`config.mk`:
```
export PLATFORM = sky130hd
export DESIGN_NAME = fetch_unit_flat
export DESIGN_NICKNAME = d
export VERILOG_FILES = /design/src/rtl/fetch_unit_if.sv /design/src/rtl/fetch_unit.sv /design/src/flat_wrapper.sv
export SDC_FILE = /design/constraint.sdc
export NUM_CORES = 1
export LEC_CHECK = 0
export ABC_CLOCK_PERIOD_IN_PS = 7610
export BUFFER_PORTS_ARGS = -buffer_cell sky130_fd_sc_hd__buf_2
export CORE_MARGIN = 5
export CORE_UTILIZATION = 57
export CTS_CLUSTER_SIZE = 24
export DETAILED_ROUTE_END_ITERATION = 8
export PLACE_DENSITY = 0.88
export SLEW_MARGIN = 20
export SYNTH_ARGS = -nofsm -noshare
export SYNTH_HDL_FRONTEND = slang
export SYNTH_SLANG_ARGS = --single-unit
```
`constraint.sdc`:
```
create_clock -name clk -period 7.61 [get_ports clk]
set_input_delay 0.3805 -clock clk [delete_from_list [all_inputs] [get_ports clk]]
set_output_delay 0.3805 -clock clk [all_outputs]
set_load 0.02 [all_outputs]
```
`src/rtl/fetch_unit_if.sv`:
```
// Fetch unit bus bundle: instruction-memory request/response, decode-side
// instruction handshake and branch redirect operands.
interface fetch_unit_if;
  logic        imem_req;
  logic [31:0] imem_addr;
  logic        imem_rvalid;
  logic [31:0] imem_rdata;
  logic [31:0] instr;
  logic [31:0] instr_pc;
  logic        instr_valid;
  logic        instr_ready;
  logic        redirect;
  logic        target_sel;
  logic [31:0] redirect_base;
  logic [31:0] rs1;
  logic [31:0] immext;
  logic        misalign;

  modport master (
    output imem_req, imem_addr, instr, instr_pc, instr_valid, misalign,
    input  imem_rvalid, imem_rdata, instr_ready, redirect, target_sel,
           redirect_base, rs1, immext
  );

  modport slave (
    input  imem_req, imem_addr, instr, instr_pc, instr_valid, misalign,
    output imem_rvalid, imem_rdata, instr_ready, redirect, target_sel,
           redirect_base, rs1, immext
  );
endinterface

```
`src/rtl/fetch_unit.sv`:
```
// Single-outstanding instruction fetcher feeding a 2-entry {word, pc} buffer,
// with branch redirect, in-flight discard and sticky misaligned-target halt.
module fetch_unit #(
  parameter logic [31:0] RESET_PC = 32'h0000_0000
) (
  input logic         clk,
  input logic         rst,
  fetch_unit_if.master bus
);
  // state   | meaning
  // IDLE    | no fetch outstanding; may issue when buffer has room
  // WAIT    | one fetch outstanding, its word will be buffered
  // DISCARD | one fetch outstanding, its word belongs to a flushed stream
  // HALT    | misaligned redirect seen; frozen until reset
  typedef enum logic [1:0] {IDLE, WAIT, DISCARD, HALT} state_t;

  localparam logic [31:0] NOP = 32'h0000_0013;

  state_t      state;
  logic [31:0] fpc;
  logic [31:0] req_pc;
  logic [31:0] word0, word1;
  logic [31:0] pc0, pc1;
  logic [1:0]  count;
  logic        misalign_q;

  logic [31:0] target;
  logic        target_ok;
  logic        valid;
  logic        fire;
  logic        push;
  logic        pop;

  always_comb begin
    target = 32'h0;
    if (bus.target_sel)
      target = (bus.rs1 + bus.immext) & ~32'h1;
    else
      target = bus.redirect_base + bus.immext;
  end

  assign target_ok = (target[1:0] == 2'b00);
  assign valid     = (count != 2'd0) && (state != HALT);
  assign fire      = rst && (state == IDLE) && (count < 2'd2) && !bus.redirect;
  assign push      = (state == WAIT) && bus.imem_rvalid;
  assign pop       = valid && bus.instr_ready;

  always_ff @(posedge clk) begin
    if (!rst) begin
      state      <= IDLE;
      fpc        <= RESET_PC;
      req_pc     <= RESET_PC;
      count      <= 2'd0;
      misalign_q <= 1'b0;
    end else if (state != HALT) begin
      if (bus.redirect) begin
        count <= 2'd0;
        if (!target_ok) begin
          misalign_q <= 1'b1;
          state      <= HALT;
        end else begin
          fpc <= target;
          // A response landing in the redirect cycle is the stale word itself,
          // so nothing remains to discard afterwards.
          case (state)
            WAIT, DISCARD: state <= bus.imem_rvalid ? IDLE : DISCARD;
            default:       state <= IDLE;
          endcase
        end
      end else begin
        case (state)
          IDLE: begin
            if (fire) begin
              req_pc <= fpc;
              fpc    <= fpc + 32'd4;
              state  <= WAIT;
            end
          end
          WAIT:    if (bus.imem_rvalid) state <= IDLE;
          DISCARD: if (bus.imem_rvalid) state <= IDLE;
          default: state <= state;
        endcase

        // Issue rule guarantees a free slot whenever a push arrives.
        case ({push, pop})
          2'b10: begin
            if (count == 2'd0) begin
              word0 <= bus.imem_rdata;
              pc0   <= req_pc;
            end else begin
              word1 <= bus.imem_rdata;
              pc1   <= req_pc;
            end
            count <= count + 2'd1;
          end
          2'b01: begin
            word0 <= word1;
            pc0   <= pc1;
            count <= count - 2'd1;
          end
          2'b11: begin
            if (count == 2'd1) begin
              word0 <= bus.imem_rdata;
              pc0   <= req_pc;
            end else begin
              word0 <= word1;
              pc0   <= pc1;
              word1 <= bus.imem_rdata;
              pc1   <= req_pc;
            end
          end
          default: count <= count;
        endcase
      end
    end
  end

  assign bus.imem_req    = fire;
  assign bus.imem_addr   = fpc;
  assign bus.instr_valid = valid;
  assign bus.instr       = valid ? word0 : NOP;
  assign bus.instr_pc    = valid ? pc0 : 32'h0;
  assign bus.misalign    = misalign_q;
endmodule

```
`src/flat_wrapper.sv`:
```
// flat-port wrapper written by rule: the top's interface ports become plain ports
module fetch_unit_flat 
#(
  parameter logic [31:0] RESET_PC = 32'h0000_0000
)
  (clk, rst, bus_imem_req, bus_imem_addr, bus_instr, bus_instr_pc, bus_instr_valid, bus_misalign, bus_imem_rvalid, bus_imem_rdata, bus_instr_ready, bus_redirect, bus_target_sel, bus_redirect_base, bus_rs1, bus_immext);
  fetch_unit_if bus_i ();
  input logic clk;
  input logic rst;
  output wire logic [$bits(bus_i.imem_req)-1:0] bus_imem_req;
  output wire logic [$bits(bus_i.imem_addr)-1:0] bus_imem_addr;
  output wire logic [$bits(bus_i.instr)-1:0] bus_instr;
  output wire logic [$bits(bus_i.instr_pc)-1:0] bus_instr_pc;
  output wire logic [$bits(bus_i.instr_valid)-1:0] bus_instr_valid;
  output wire logic [$bits(bus_i.misalign)-1:0] bus_misalign;
  input wire logic [$bits(bus_i.imem_rvalid)-1:0] bus_imem_rvalid;
  input wire logic [$bits(bus_i.imem_rdata)-1:0] bus_imem_rdata;
  input wire logic [$bits(bus_i.instr_ready)-1:0] bus_instr_ready;
  input wire logic [$bits(bus_i.redirect)-1:0] bus_redirect;
  input wire logic [$bits(bus_i.target_sel)-1:0] bus_target_sel;
  input wire logic [$bits(bus_i.redirect_base)-1:0] bus_redirect_base;
  input wire logic [$bits(bus_i.rs1)-1:0] bus_rs1;
  input wire logic [$bits(bus_i.immext)-1:0] bus_immext;
  assign bus_imem_req = bus_i.imem_req;
  assign bus_imem_addr = bus_i.imem_addr;
  assign bus_instr = bus_i.instr;
  assign bus_instr_pc = bus_i.instr_pc;
  assign bus_instr_valid = bus_i.instr_valid;
  assign bus_misalign = bus_i.misalign;
  assign bus_i.imem_rvalid = bus_imem_rvalid;
  assign bus_i.imem_rdata = bus_imem_rdata;
  assign bus_i.instr_ready = bus_instr_ready;
  assign bus_i.redirect = bus_redirect;
  assign bus_i.target_sel = bus_target_sel;
  assign bus_i.redirect_base = bus_redirect_base;
  assign bus_i.rs1 = bus_rs1;
  assign bus_i.immext = bus_immext;
  fetch_unit #(.RESET_PC(RESET_PC)) u_core (.clk(clk), .rst(rst), .bus(bus_i));
endmodule
```
Word level (Yosys, flattened, before mapping)
Index checks and enable logic that the tools add are counted.
Storage, ports and cells
  bits in registers: 197
  input bits: 134
  output and inout port bits: 99
  logic and storage cells: 83
Operators by class
  add/subtract/negate cells: 5
  $lt $le $gt $ge: 1
  eq/ne operators: 13
  multiplexer cells: 28
  bitwise gates (word level): 2
  reductions and logical operators: 25
Operators by type and width (count)
  two-way mux 32 bit: 15
  one-hot mux 32 bit (3 select lines): 2
  one-hot mux 32 bit (2 select lines): 2
  adder 32 bit: 2
  adder 32 x 3 -> 32 bit (second input constant): 1
  two-way mux 2 bit: 7
  AND reduction 4 bit: 3
  nonzero test 3 bit: 3
  one-hot mux 2 bit (2 select lines): 2
  nonzero test 2 bit: 4
  equality test 2 x 1 -> 1 bit (second input constant): 3
  equality test 2 bit (second input constant): 3
  logical AND 1 bit: 6
  logical NOT 2 bit: 3
  != test 2 bit (second input constant): 3
  AND reduction 6 bit: 1
  AND reduction 5 bit: 1
  != test 2 x 1 -> 1 bit (second input constant): 2
  != test 3 x 1 -> 1 bit (second input constant): 1
  != test 3 bit (second input constant): 1
  AND reduction 3 bit: 1
  adder 2 x 1 -> 2 bit (second input constant): 1
  < comparator 2 bit (second input constant): 1
  inverter 1 bit: 2
  4 further kinds: 4

Depth between registers and ports, before layout
  depth after elaboration: 7
  gate-level depth with buffers: 11

Worst setup path before layout
Ideal clock, no wire load.
  path kind: reg-to-reg
  start point: reg u_core.count[0]
  end point: reg u_core.pc1[0], enable pin
  library setup time: 0.565 ns
  arrival time: 5.755 ns
  required time: 7.045 ns
  setup slack: 1.290 ns
  cell stages (with the launch flop): 7
  path buffers: 1
  period minus slack after synthesis: 6.320 ns
  cell sequence: dfxtp_1 -> inv_1 -> ha_1 -> nor2_1 -> clkbuf_1 -> nand2_1 -> nor3_1
On the way
  cells in the longest elaborated chain, start to end: 6
  elaborated cells on any way between the ends: 11
  those cells by class: eq/ne (5); reduce/logical (6)
RTL lines
  start: declaration: RTL line fetch_unit.sv:24  | logic [1:0] count;
  start signal: assignment: RTL line fetch_unit.sv:94  | count <= count + 2'd1;
  start signal: assignment: RTL line fetch_unit.sv:99  | count <= count - 2'd1;
  start signal: assignment: RTL line fetch_unit.sv:112  | default: count <= count;
  nonzero test 2 bit (*): RTL line fetch_unit.sv:43  | assign valid = (count != 2'd0) && (state != HALT);
  logical AND 1 bit (*): RTL line fetch_unit.sv:43
  net bus_instr_valid: RTL line flat_wrapper.sv:14  | output wire logic [$bits(bus_i.instr_valid)-1:0] bus_instr_valid;
  logical AND 1 bit (*): RTL line fetch_unit.sv:46  | assign pop = valid && bus.instr_ready;
  equality test 2 bit: RTL line fetch_unit.sv:85  | case ({push, pop})
  != test 2 bit (no source line) / nonzero test 2 bit (equally long branches)
  AND reduction 6 bit (no source line) (*)
  end signal: assignment: RTL line fetch_unit.sv:92  | pc1 <= req_pc;
  end signal: assignment: RTL line fetch_unit.sv:109  | pc1 <= req_pc;
  end: declaration: RTL line fetch_unit.sv:23  | logic [31:0] pc0, pc1;
The timed path passes the listed nets; every way through them passes the cells marked *.
A chain may end at the register's enable or synchronous reset.

Final worst setup path
  start point: in bus_redirect
  end point: reg u_core.fpc[11], in the netlist u_core.bus.imem_addr[11]
On the way
  cells in the longest elaborated chain, start to end: 4
  elaborated cells on any way between the ends: 7
  those cells by class: eq/ne (1); mux (1); reduce/logical (5)
RTL lines
  start: declaration: RTL line flat_wrapper.sv:19  | input wire logic [$bits(bus_i.redirect)-1:0] bus_redirect;
  logical NOT 1 bit: RTL line fetch_unit.sv:44  | assign fire = rst && (state == IDLE) && (count < 2'd2) && !bus.redirect;
  logical AND 1 bit: RTL line fetch_unit.sv:44
  nonzero test 2 bit (no source line)
  AND reduction 4 bit (no source line)
  end signal: assignment: RTL line fetch_unit.sv:62  | fpc <= target;
  end signal: assignment: RTL line fetch_unit.sv:75  | fpc <= fpc + 32'd4;
  end: declaration: RTL line fetch_unit.sv:20  | logic [31:0] fpc;
Parallel ways exist; a longest one is shown, timed or not.

==> results by group <==
Status
  – Run status: complete, no violations

Placed design
  – Detailed-placement wirelength estimate: 24800 um
  – RD Place Congestion: 0.943
  – Cells after DPL: 1720
  – I/O Buffers: 232

GRT
  – Initial antenna violation count: 0
  – All-Layer GR Usage: 0.267
  – Vias in the first global route: 10200
  – Largest net degree at the start of global routing: 65
  – GRT overflow: 0
  – First-pass GRT wire length: 52600 um

Logic synthesis
  – Mapped Nets: 1470
  – Synth top cells by count: nand2_1 (136), edfxtp_1 (128), a21oi_1 (124)
  – Warnings from Yosys: 0
  – Number of synthesized flops with an enable pin: 128
  – Largest cells by area after synthesis: edfxtp_1 (32%), dfxtp_1 (11%), ha_1 (6.9%)
  – Mapped Cells: 1267
  – Asr flop ratio synth: 0
  – Yosys top cell by area: edfxtp_1
  – Netlist cell types: 79
  – Syn_area_per_cell: 9.62 um2
  – Synthesized area: 0.0122 mm2
  – #FFs+latches synth: 197
  – Dominant synthesized flop cell: edfxtp_1
  – Cell with the most instances after synthesis: nand2_1
  – Share of the synthesized area in the top cell type: 0.315
  – Register area share after synthesis: 0.429

Clocking
  – Clk buf depth: 2
  – Sink Count: 197
  – Insertion delay to the later sink of the worst-skew pair: 440 ps
  – # H-tree levels: 4
  – CTS Hold Bufs: 0
  – Clock-pin transition on the worst setup and hold timing paths: 70 ps
  – CTS Root Cell: clkbuf_16
  – CTS Buf Count: 17
  – CTS tree: built
  – # Post-CTS Setup Buffers: 0
  – Post-CTS Resized: 0

Power and ir drop
  – Worst IR drop on VDD: 190 uV
  – Pleak: 5.84 nW
  – Pwr Total: 2.82 mW
  – Pwr dens: 200 mW/mm2

Setup path
  – Worst-path fanout max: 51
  – Most frequent cell on the critical path: o21ai_0
  – Critical path buffer and inverter count: 1
  – Worst setup EP type: flip-flop
  – Worst EP required: 7920 ps
  – CP Cell Sequence: buf_2, nand4bb_1, or2_2, nand2_1, o21ai_0, nor2_1, mux2i_1, o21ai_0
  – WP data arrival: 3570 ps
  – Cell family with most CP delay: simple AND/OR/NAND/NOR gates
  – Setup crit start kind: input port
  – Worst setup path class: in -> reg
  – Critical Path Slowest Stage Cell: buf_2
  – CP peak stage delay: 690 ps

Timing
  – Final Setup Violations: 0
  – Period utilization: 0.428
  – Fin. Hold Viols: 0
  – Setup_tns: 0 ps
  – Fin Hold WS: 132 ps
  – Max Transition Viols Final: 0
  – Worst clock skew: 8.66 ps
  – Max Freq: 307 MHz
  – Final period demand of the worst path: 3260 ps
  – Slew at the pin closest to its max-slew limit: 916 ps
  – Max_slew headroom: 0.390
  – Unrepaired setup endpoints after global routing: false

Flow run
  – Max cap viols: 0

Floorplanning
  – Initial Util: 0.580
  – Core area: 0.0210 mm2
  – I/O pin count: 233
  – Chip Height: 156 um
  – Die W: 156 um
  – Num rows: 53
  – Die area: 0.0244 mm2

Layout
  – Multi-input logic area: 0.00660 mm2
  – # nets final: 1668
  – Number of diodes: 0
  – Fillcell total: 1622
  – Area growth syn-to-layout: 15.9%
  – FF+latch area: 0.00523 mm2
  – Layout cell share with drive strength beyond 1: 0.241
  – Final Non-Filler Cells: 1753

Min path
  – Worst hold-check path type: in -> reg

Detailed routing
  – Detailed-route DRC error count: 0
  – Met2 WL: 15900 um
  – Drt wl/cell: 19.1 um
  – Initial drt markers: 1032
  – Routed wl met3: 3180 um
  – Metal1 wirelength: 13500 um
  – Vias: 10800
  – Drt pass-1 iters: 5
  – Routed wire length: 33500 um
  – DRT antenna net count: 0
  – Via-to-Cell Ratio: 6.17
  – Top Metal Used: met4
-- report_power, final --
| part | switching (mW) | internal [mW] |
|---|---|---|
| combinational | 0.407 | 0.259 |
| sequential | 0.0355 | 1.17 |
| clock | 0.396 | 0.556 |
-- final timing paths --
path,end,slack [ps],depth (start not counted),startpoint
worst min register to register,u_core.pc1[8],470,0,u_core.req_pc[8]
worst min-delay path,u_core.word1[7],130,1,bus_imem_rdata[7]
worst max register to register,u_core.bus.imem_addr[11],4360,7,u_core.state[1]
worst max-delay path,u_core.bus.imem_addr[11],4350,8,bus_redirect
-- flip-flops by register name, summed over array words and instances, names as in the netlist --
name,flops
u_core.word0,32
u_core.req_pc,32
u_core.pc0,32
u_core.count,2
u_core.pc1,32
u_core.bus.imem_addr,32
u_core.state,2
u_core.bus.misalign,1
u_core.word1,32
-- layout make-up --
class,instances,share of cell area
clock buffer,19,0.0306
sequential,197,0.370
multi-input combinational,982,0.467
inverter,27,0.00717
tap,275,0.0244
timing repair buffer,240,0.0873
clock inverter,13,0.0136
-- metrics by stage --
| step | setup WS [ps] | area (um2) | util |
|---|---|---|---|
| 2_1_floorplan | 1290 | 12200 | - |
| 3_3_place_gp | 4140 | 13500 | 0.641 |
| 3_5_place_dp | 4020 | 13500 | 0.641 |
| 4_1_cts | 4080 | 14100 | 0.671 |
| 5_1_grt | 4080 | 14100 | 0.672 |
| 6_report | 4350 | 14100 | 0.672 |
-- cell families after synthesis --
| family | after synthesis | share of synthesized area |
|---|---|---|
| compound gates | 378 | 0.201 |
| xor+xnor | 36 | 0.0259 |
| fa+ha+maj | 69 | 0.0720 |
| mux | 71 | 0.0650 |
| simple gates | 428 | 0.176 |
| flops | 197 | 0.429 |
| buf+inv | 88 | 0.0319 |
-- worst register-to-register path: stages (launching register included) --
cell     delay (ps)
dfxtp_1         360
ha_1            520
or2_2           710
nand2_1         700
o21ai_0         510
nor2_1           90
mux2i_1         140
o21ai_0         100
-- layer usage --
layer	GRT usage	vias up
met2	0.447	628
met1	0.350	4995
li1	-	5127
met3	0.0498	68
met4	0.0893	0
met5	0	-
-- cell usage in the layout (no fill, tap or decap), types with 5 or more instances in the layout --
cell type | synthesis | layout
nor2_1 | 75 | 73
o21a_1 | 10 | 10
dfxtp_1 | 69 | 69
nand3b_1 | 5 | 5
nand3_1 | 24 | 24
xnor2_1 | 22 | 22
a31o_2 | 5 | 5
and2_1 | 70 | 70
nor3b_1 | 6 | 6
o21ai_0 | 62 | 62
o31ai_1 | 8 | 8
a211oi_1 | 22 | 22
xor2_1 | 14 | 14
nand2b_1 | 6 | 6
nor2b_1 | 9 | 9
a311o_1 | 5 | 5
clkbuf_16 | 0 | 17
buf_4 | 3 | 7
inv_1 | 24 | 24
and4_1 | 6 | 6
a221o_1 | 5 | 5
a21oi_1 | 124 | 124
and3_1 | 15 | 15
mux2i_1 | 6 | 6
o21ai_1 | 10 | 10
o21bai_1 | 7 | 7
mux2_2 | 65 | 65
nand2_1 | 136 | 136
a21boi_0 | 5 | 5
nor4_1 | 5 | 5
buf_2 | 3 | 232
ha_1 | 67 | 67
or3_1 | 15 | 15
a31oi_1 | 17 | 17
nor3_1 | 28 | 26
o41ai_1 | 7 | 7
o211ai_1 | 12 | 12
edfxtp_1 | 128 | 128
a21o_1 | 37 | 37
nand4_1 | 14 | 14
Note: power is estimated with default switching activity, not from simulation.
